==> src/rtl/keypad_scan.sv <==
`default_nettype none
// ============================================================================
//  Module      : keypad_scan
//  Description : 4x4 matrix keypad scanner. Drives one row low at a time,
//                samples the synchronised active-low columns at the end of
//                each row period, assembles a 16-bit frame snapshot every
//                four rows and debounces it frame-by-frame into press
//                (key_valid + key_code), held (key_down) and release
//                (key_release) indications.
//  Optional    : `define KEYPAD_REPEAT_EN adds auto-repeat of key_valid
//                while a key is held (REPEAT_DELAY / REPEAT_RATE frames).
//  Ports       : clk         - system clock
//                rst         - asynchronous reset, active-high
//                row_n[3:0]  - row drive, active-low, one row low at a time
//                col_n[3:0]  - column sense, active-low, asynchronous
//                key_valid   - one-cycle pulse: accepted press (or repeat)
//                key_code    - row*4 + col of the accepted key
//                key_down    - level: an accepted key is held
//                key_release - one-cycle pulse: accepted release
//  Revision    : 1.0 - initial release
// ============================================================================
module keypad_scan #(
    parameter logic [15:0] SCAN_DIV        = 16'd50000,
    parameter int          DEBOUNCE_FRAMES = 5,
    parameter int          REPEAT_DELAY    = 50,
    parameter int          REPEAT_RATE     = 10
) (
    input  logic       clk,
    input  logic       rst,
    output logic [3:0] row_n,
    input  logic [3:0] col_n,
    output logic       key_valid,
    output logic [3:0] key_code,
    output logic       key_down,
    output logic       key_release
);

    localparam logic [15:0] C_DIV_LAST = SCAN_DIV - 16'd1;
    localparam logic [3:0]  C_DEB      = 4'(DEBOUNCE_FRAMES);

    typedef enum logic [1:0] {
        IDLE      = 2'd0,
        PRESS_DEB = 2'd1,
        HELD      = 2'd2,
        REL_DEB   = 2'd3
    } state_t;

    logic [3:0]  r_col_meta;
    logic [3:0]  r_col_sync;
    logic [15:0] r_div;
    logic [1:0]  r_row;
    logic [11:0] r_frame;       // rows 0..2; row 3 is taken live at the frame tick
    state_t      r_state;
    logic [3:0]  r_deb_cnt;
    logic [3:0]  r_cand;

    logic        w_row_tick;
    logic        w_frame_tick;
    logic [15:0] w_snap;
    logic [4:0]  w_ones;
    logic [3:0]  w_code;
    logic        w_none;
    logic        w_single;

`ifdef KEYPAD_REPEAT_EN
    localparam logic [15:0] C_REP_DELAY = 16'(REPEAT_DELAY);
    localparam logic [15:0] C_REP_RATE  = 16'(REPEAT_RATE);
    logic [15:0] r_rep_cnt;
    logic        r_rep_on;      // first repeat already issued, now pacing at RATE
`endif

    assign w_row_tick   = (r_div == C_DIV_LAST);
    assign w_frame_tick = w_row_tick && (r_row == 2'd3);
    assign w_snap       = {~r_col_sync, r_frame};

    // Population count and (for the single-key case) the index of the set bit
    always_comb begin
        w_ones = 5'd0;
        w_code = 4'd0;
        for (int i = 0; i < 16; i++) begin
            if (w_snap[i]) begin
                w_ones = w_ones + 5'd1;
                w_code = 4'(i);
            end
        end
    end

    assign w_none   = (w_ones == 5'd0);
    assign w_single = (w_ones == 5'd1);

    // Two-flop synchroniser for the asynchronous column lines
    always_ff @(posedge clk or posedge rst) begin
        if (rst) begin
            r_col_meta <= 4'b1111;
            r_col_sync <= 4'b1111;
        end else begin
            r_col_meta <= col_n;
            r_col_sync <= r_col_meta;
        end
    end

    // Row divider, row rotation and per-row capture. Sampling at the last
    // count of the row period absorbs synchroniser and line settling delay.
    always_ff @(posedge clk or posedge rst) begin
        if (rst) begin
            r_div   <= 16'd0;
            r_row   <= 2'd0;
            row_n   <= 4'b1110;
            r_frame <= 12'd0;
        end else if (w_row_tick) begin
            r_div <= 16'd0;
            r_row <= r_row + 2'd1;
            row_n <= {row_n[2:0], row_n[3]};
            case (r_row)
                2'd0:    r_frame[3:0]  <= ~r_col_sync;
                2'd1:    r_frame[7:4]  <= ~r_col_sync;
                2'd2:    r_frame[11:8] <= ~r_col_sync;
                default: ;
            endcase
        end else begin
            r_div <= r_div + 16'd1;
        end
    end

    // Debounce FSM, evaluated on frame ticks only; pulses last one cycle
    always_ff @(posedge clk or posedge rst) begin
        if (rst) begin
            r_state     <= IDLE;
            r_deb_cnt   <= 4'd0;
            r_cand      <= 4'd0;
            key_valid   <= 1'b0;
            key_code    <= 4'd0;
            key_down    <= 1'b0;
            key_release <= 1'b0;
`ifdef KEYPAD_REPEAT_EN
            r_rep_cnt   <= 16'd0;
            r_rep_on    <= 1'b0;
`endif
        end else begin
            key_valid   <= 1'b0;
            key_release <= 1'b0;
            if (w_frame_tick) begin
                case (r_state)
                    IDLE: begin
                        if (w_single) begin
                            r_cand    <= w_code;
                            r_deb_cnt <= 4'd1;
                            if (C_DEB == 4'd1) begin
                                key_code  <= w_code;
                                key_valid <= 1'b1;
                                key_down  <= 1'b1;
                                r_state   <= HELD;
                            end else begin
                                r_state <= PRESS_DEB;
                            end
                        end
                    end
                    PRESS_DEB: begin
                        if (w_single && (w_code == r_cand)) begin
                            r_deb_cnt <= r_deb_cnt + 4'd1;
                            if ((r_deb_cnt + 4'd1) == C_DEB) begin
                                key_code  <= r_cand;
                                key_valid <= 1'b1;
                                key_down  <= 1'b1;
                                r_state   <= HELD;
                            end
                        end else if (w_single) begin
                            r_cand    <= w_code;
                            r_deb_cnt <= 4'd1;
                        end else begin
                            r_state <= IDLE;
                        end
                    end
                    HELD: begin
                        if (w_none) begin
                            r_deb_cnt <= 4'd1;
                            if (C_DEB == 4'd1) begin
                                key_down    <= 1'b0;
                                key_release <= 1'b1;
                                r_state     <= IDLE;
`ifdef KEYPAD_REPEAT_EN
                                r_rep_cnt   <= 16'd0;
                                r_rep_on    <= 1'b0;
`endif
                            end else begin
                                r_state <= REL_DEB;
                            end
                        end else begin
`ifdef KEYPAD_REPEAT_EN
                            if (r_rep_on ? ((r_rep_cnt + 16'd1) == C_REP_RATE)
                                         : ((r_rep_cnt + 16'd1) == C_REP_DELAY)) begin
                                key_valid <= 1'b1;
                                r_rep_cnt <= 16'd0;
                                r_rep_on  <= 1'b1;
                            end else begin
                                r_rep_cnt <= r_rep_cnt + 16'd1;
                            end
`endif
                        end
                    end
                    REL_DEB: begin
                        if (w_none) begin
                            r_deb_cnt <= r_deb_cnt + 4'd1;
                            if ((r_deb_cnt + 4'd1) == C_DEB) begin
                                key_down    <= 1'b0;
                                key_release <= 1'b1;
                                r_state     <= IDLE;
`ifdef KEYPAD_REPEAT_EN
                                r_rep_cnt   <= 16'd0;
                                r_rep_on    <= 1'b0;
`endif
                            end
                        end else begin
                            // Repeat counter is left untouched: it resumes in HELD
                            r_state <= HELD;
                        end
                    end
                    default: r_state <= IDLE;
                endcase
            end
        end
    end

endmodule
`default_nettype wire

==> config.mk <==
export PLATFORM = sky130hd
export DESIGN_NAME = keypad_scan
export DESIGN_NICKNAME = d
export VERILOG_FILES = /design/src/rtl/keypad_scan.sv
export SDC_FILE = /design/constraint.sdc
export NUM_CORES = 1
export LEC_CHECK = 0
export CORE_MARGIN = 2
export CORE_UTILIZATION = 60
export CTS_BUF_LIST = sky130_fd_sc_hd__clkbuf_2
export DETAILED_ROUTE_END_ITERATION = 16
export GPL_TIMING_DRIVEN = 0
export PLACE_DENSITY_LB_ADDON = 0.15
export RECOVER_POWER = 25
export SLEW_MARGIN = 0
export SYNTH_ARGS = -nofsm -noshare
export SYNTH_HDL_FRONTEND = slang
export SYNTH_SLANG_ARGS = --single-unit
==> constraint.sdc <==
create_clock -name clk -period 23.1 [get_ports clk]
set_input_delay 5.775 -clock clk [delete_from_list [all_inputs] [get_ports clk]]
set_output_delay 5.775 -clock clk [all_outputs]
set_load 0.005 [all_outputs]
==> metrics.txt <==
Nets 548; CTS tree built; RSZ-0062 raised after global routing no; final-report max-slew violation count 0; Crit Path Max Fanout 7; Async S/R FF share, synth 1.00; crit share post-route 0.438; Hold Path Depth 0; Syn Inst Count 492; hold endpoint r_col_sync[2]; Synth Area in Compound Gates 0.160; largest family of logic cells by synthesized area simple AND/OR/NAND/NOR gates; Power Total 0.000185 W; first drt pass iteration count 4; first-pass GRT wire length 15.8 mm; number of global-route vias before repair 3591; Mapped Area 4500 sq um; num ports 17; die area 8220 sq um; clock share of power 0.361; vias per cell 5.75; post-layout min period 10.13 ns; met3 Resource Use GR 0.0292; mux share of post-synthesis cell area 0.0417; f_max 0.0987 GHz; Final setup violation count 0; Chip Height 90.6 microns; Gate power share 0.069; DRT Wirelength 8.82 mm; GR Util met1 0.303; clock sink count 59; pwr dens 37.5 nW/um^2; Diodes inserted 0; M2 GR Usage 0.393; Detailed Place HPWL 6.83 mm; post-CTS setup buffer count 0; Main synth FF type dfrtp_1; Hold Crit Start r_col_meta[2]; root buffer cell clkbuf_2; Port Buffer Count 16; most frequent cells in the layout 48 x nor2_1, 48 x nand2_1, 48 x dfrtp_1, 34 x a21oi_1, 29 x xnor2_1; die width 90.6 microns; DRC errors left 0; syn_nets 520; peak supply drop 45.4 uV; depth of the worst register-to-register path 48; post_cts resized 0; initial antenna violation count 0; worst hold path type flop to flop; Pint 0.000135 W; P&R area growth vs syn 9.42%; reg2reg end key_code[1]; Post-Synth XOR/XNOR Area 0.164; TritonCTS buffer count 9; via count 3589; Synth Area in Simple Gates 0.204; Layout Utilization 0.679; FILL cells 603; Hold-fix buffers, CTS 0; largest net degree at the start of global routing 45; clock slew at reported path FFs 0.18 ns; reg2reg setup slack 12.97 ns; endpoints failing hold 0; Crit path required time 23.47 ns; Sequential Area 1490 sq um; outcome completed; Tot GR Track Use 0.233; grt total ovfl 0; grt peak-use layer met2; sw frac 0.269; Worst EP arrival 10.50 ns; Initial DRC Count 166; # rows 31; Flop pwr share 0.570; Clock Skew 0.0191 ns; Final ANT Viol Nets 0; Syn Area/Cell 9.16 sq um; Longest Clk Path Bufs 2; FF-to-FF Start r_frame[0]; CP dominant cell by count ha_1; crit path kind flop to flop; Max-Cap Viols 0; Syn. warnings 0; Worst-Margin Slew 0.744 ns; Crit path max-delay family adder cells; hold slack final 0.369 ns; CP Launch Type flop; Worst path slowest cell or4_1; register area share after synthesis 0.331; post-route setup TNS 0 ns; Lkg Pwr 2.17 nW; Worst slew margin 0.503; GPL Wtd Cong 0.866; Net Switching 0.0000497 W; Post-synth EDFFs 0; area taken by multi-input logic gates 2840 sq um; Skew-Pair Late Insertion Delay 0.47 ns; Bufs and invs on worst path 5; htree depth 3; Synth cell types 66; CP peak stage delay 0.49 ns; Post-Synth Adder-Cell Area 0.0611; layout cells sized above 1 0.130; Core Region 7250 sq um; synthesized flop and latch total 59; Starting Density 0.621; CP Capture Type flop; post-DR wirelength/cell 14.1 microns
synthesized netlist by cell type (4+ instances only):
cell type,instances,area [sq um]
a21o_1,5,37.5
and2_1,9,56.3
xnor3_1,4,90.1
ha_1,22,275
dfrtp_1,48,1200
nor4_1,11,68.8
nand4_1,5,31.3
or4_1,4,30.0
inv_1,23,86.3
nand3_1,16,80.1
and3_1,8,50.1
xor2_1,18,158
xnor2_1,29,254
o22ai_1,4,25.0
a211o_1,5,43.8
clkbuf_1,14,52.6
dfstp_2,11,289
nor2b_1,9,56.3
nand2_1,48,180
a31oi_1,4,25.0
mux2_2,14,158
nor2_1,48,180
a211oi_1,5,37.5
o21bai_1,4,30.0
nor3_1,9,45.0
o21ai_0,14,70.1
a21oi_1,34,170
registers in the layout, summed over array words and instances, names as in the netlist:
register	flops
r_deb_cnt	4
r_row	2
key_release	1
row_n	4
key_down	1
key_valid	1
r_div	16
r_state	2
r_frame	12
r_col_meta	4
key_code	4
r_col_sync	4
r_cand	4
layout make-up:
type,instances,area share
well taps,99,0.0251
flip-flops and latches,59,0.302
inverters,24,0.0188
multi-input cells,389,0.576
repair buffers,17,0.0366
clock buffers,9,0.00914
clock inverters,7,0.0152
plain buffers,20,0.0168
layer usage:
layer / part of all wire / wire length, microns / vias to the layer above
met5: 0 / 0 / -
met4: 0.018 / 160 / 0
met3: 0.028 / 250 / 12
met2: 0.47 / 4160 / 64
met1: 0.48 / 4250 / 1696
li1: - / - / 1817
cells by family after synthesis:
family	Yosys count
simple gates	185
compound gates	104
xor+xnor	61
flops	59
buf+inv	44
fa+ha+maj	22
mux	17
worst max-delay path by stage:
| stage | slack (ns) | startpoint | endpoint | cells past startpoint |
|---|---|---|---|---|
| 3_5_place_dp | 13.05 | r_frame[0] | key_code[3] | 48 |
| 6_report | 12.97 | r_frame[0] | key_code[1] | 48 |
| 5_1_grt | 12.20 | r_frame[0] | key_code[1] | 51 |
| 4_1_cts | 12.96 | r_frame[0] | key_code[1] | 48 |
| 3_3_place_gp | 13.26 | r_frame[0] | key_code[3] | 48 |
| 2_1_floorplan | 13.93 | r_frame[0] | key_code[0] | 48 |
power groups by stage:
stage / sequential (W) / combinational [W] / clock [W]
floorplan: 0.000107 / 0.00000905 / 0
global placement: 0.000107 / 0.0000117 / 0
detailed placement: 0.000107 / 0.0000127 / 0
CTS: 0.000105 / 0.0000127 / 0.0000682
global route: 0.000105 / 0.0000142 / 0.0000722
finish: 0.000105 / 0.0000127 / 0.0000667
through the flow:
step                      std cells  instance area, sq um  worst slack, ns
after floorplan                 492                  4500            13.93
after global placement          607                  4790            13.26
after detailed placement        608                  4810            13.05
after CTS                       624                  4930            12.96
after global routing            624                  4930            12.20
final                           624                  4930            12.97
No activity file was read; power rests on OpenSTA's default activity.
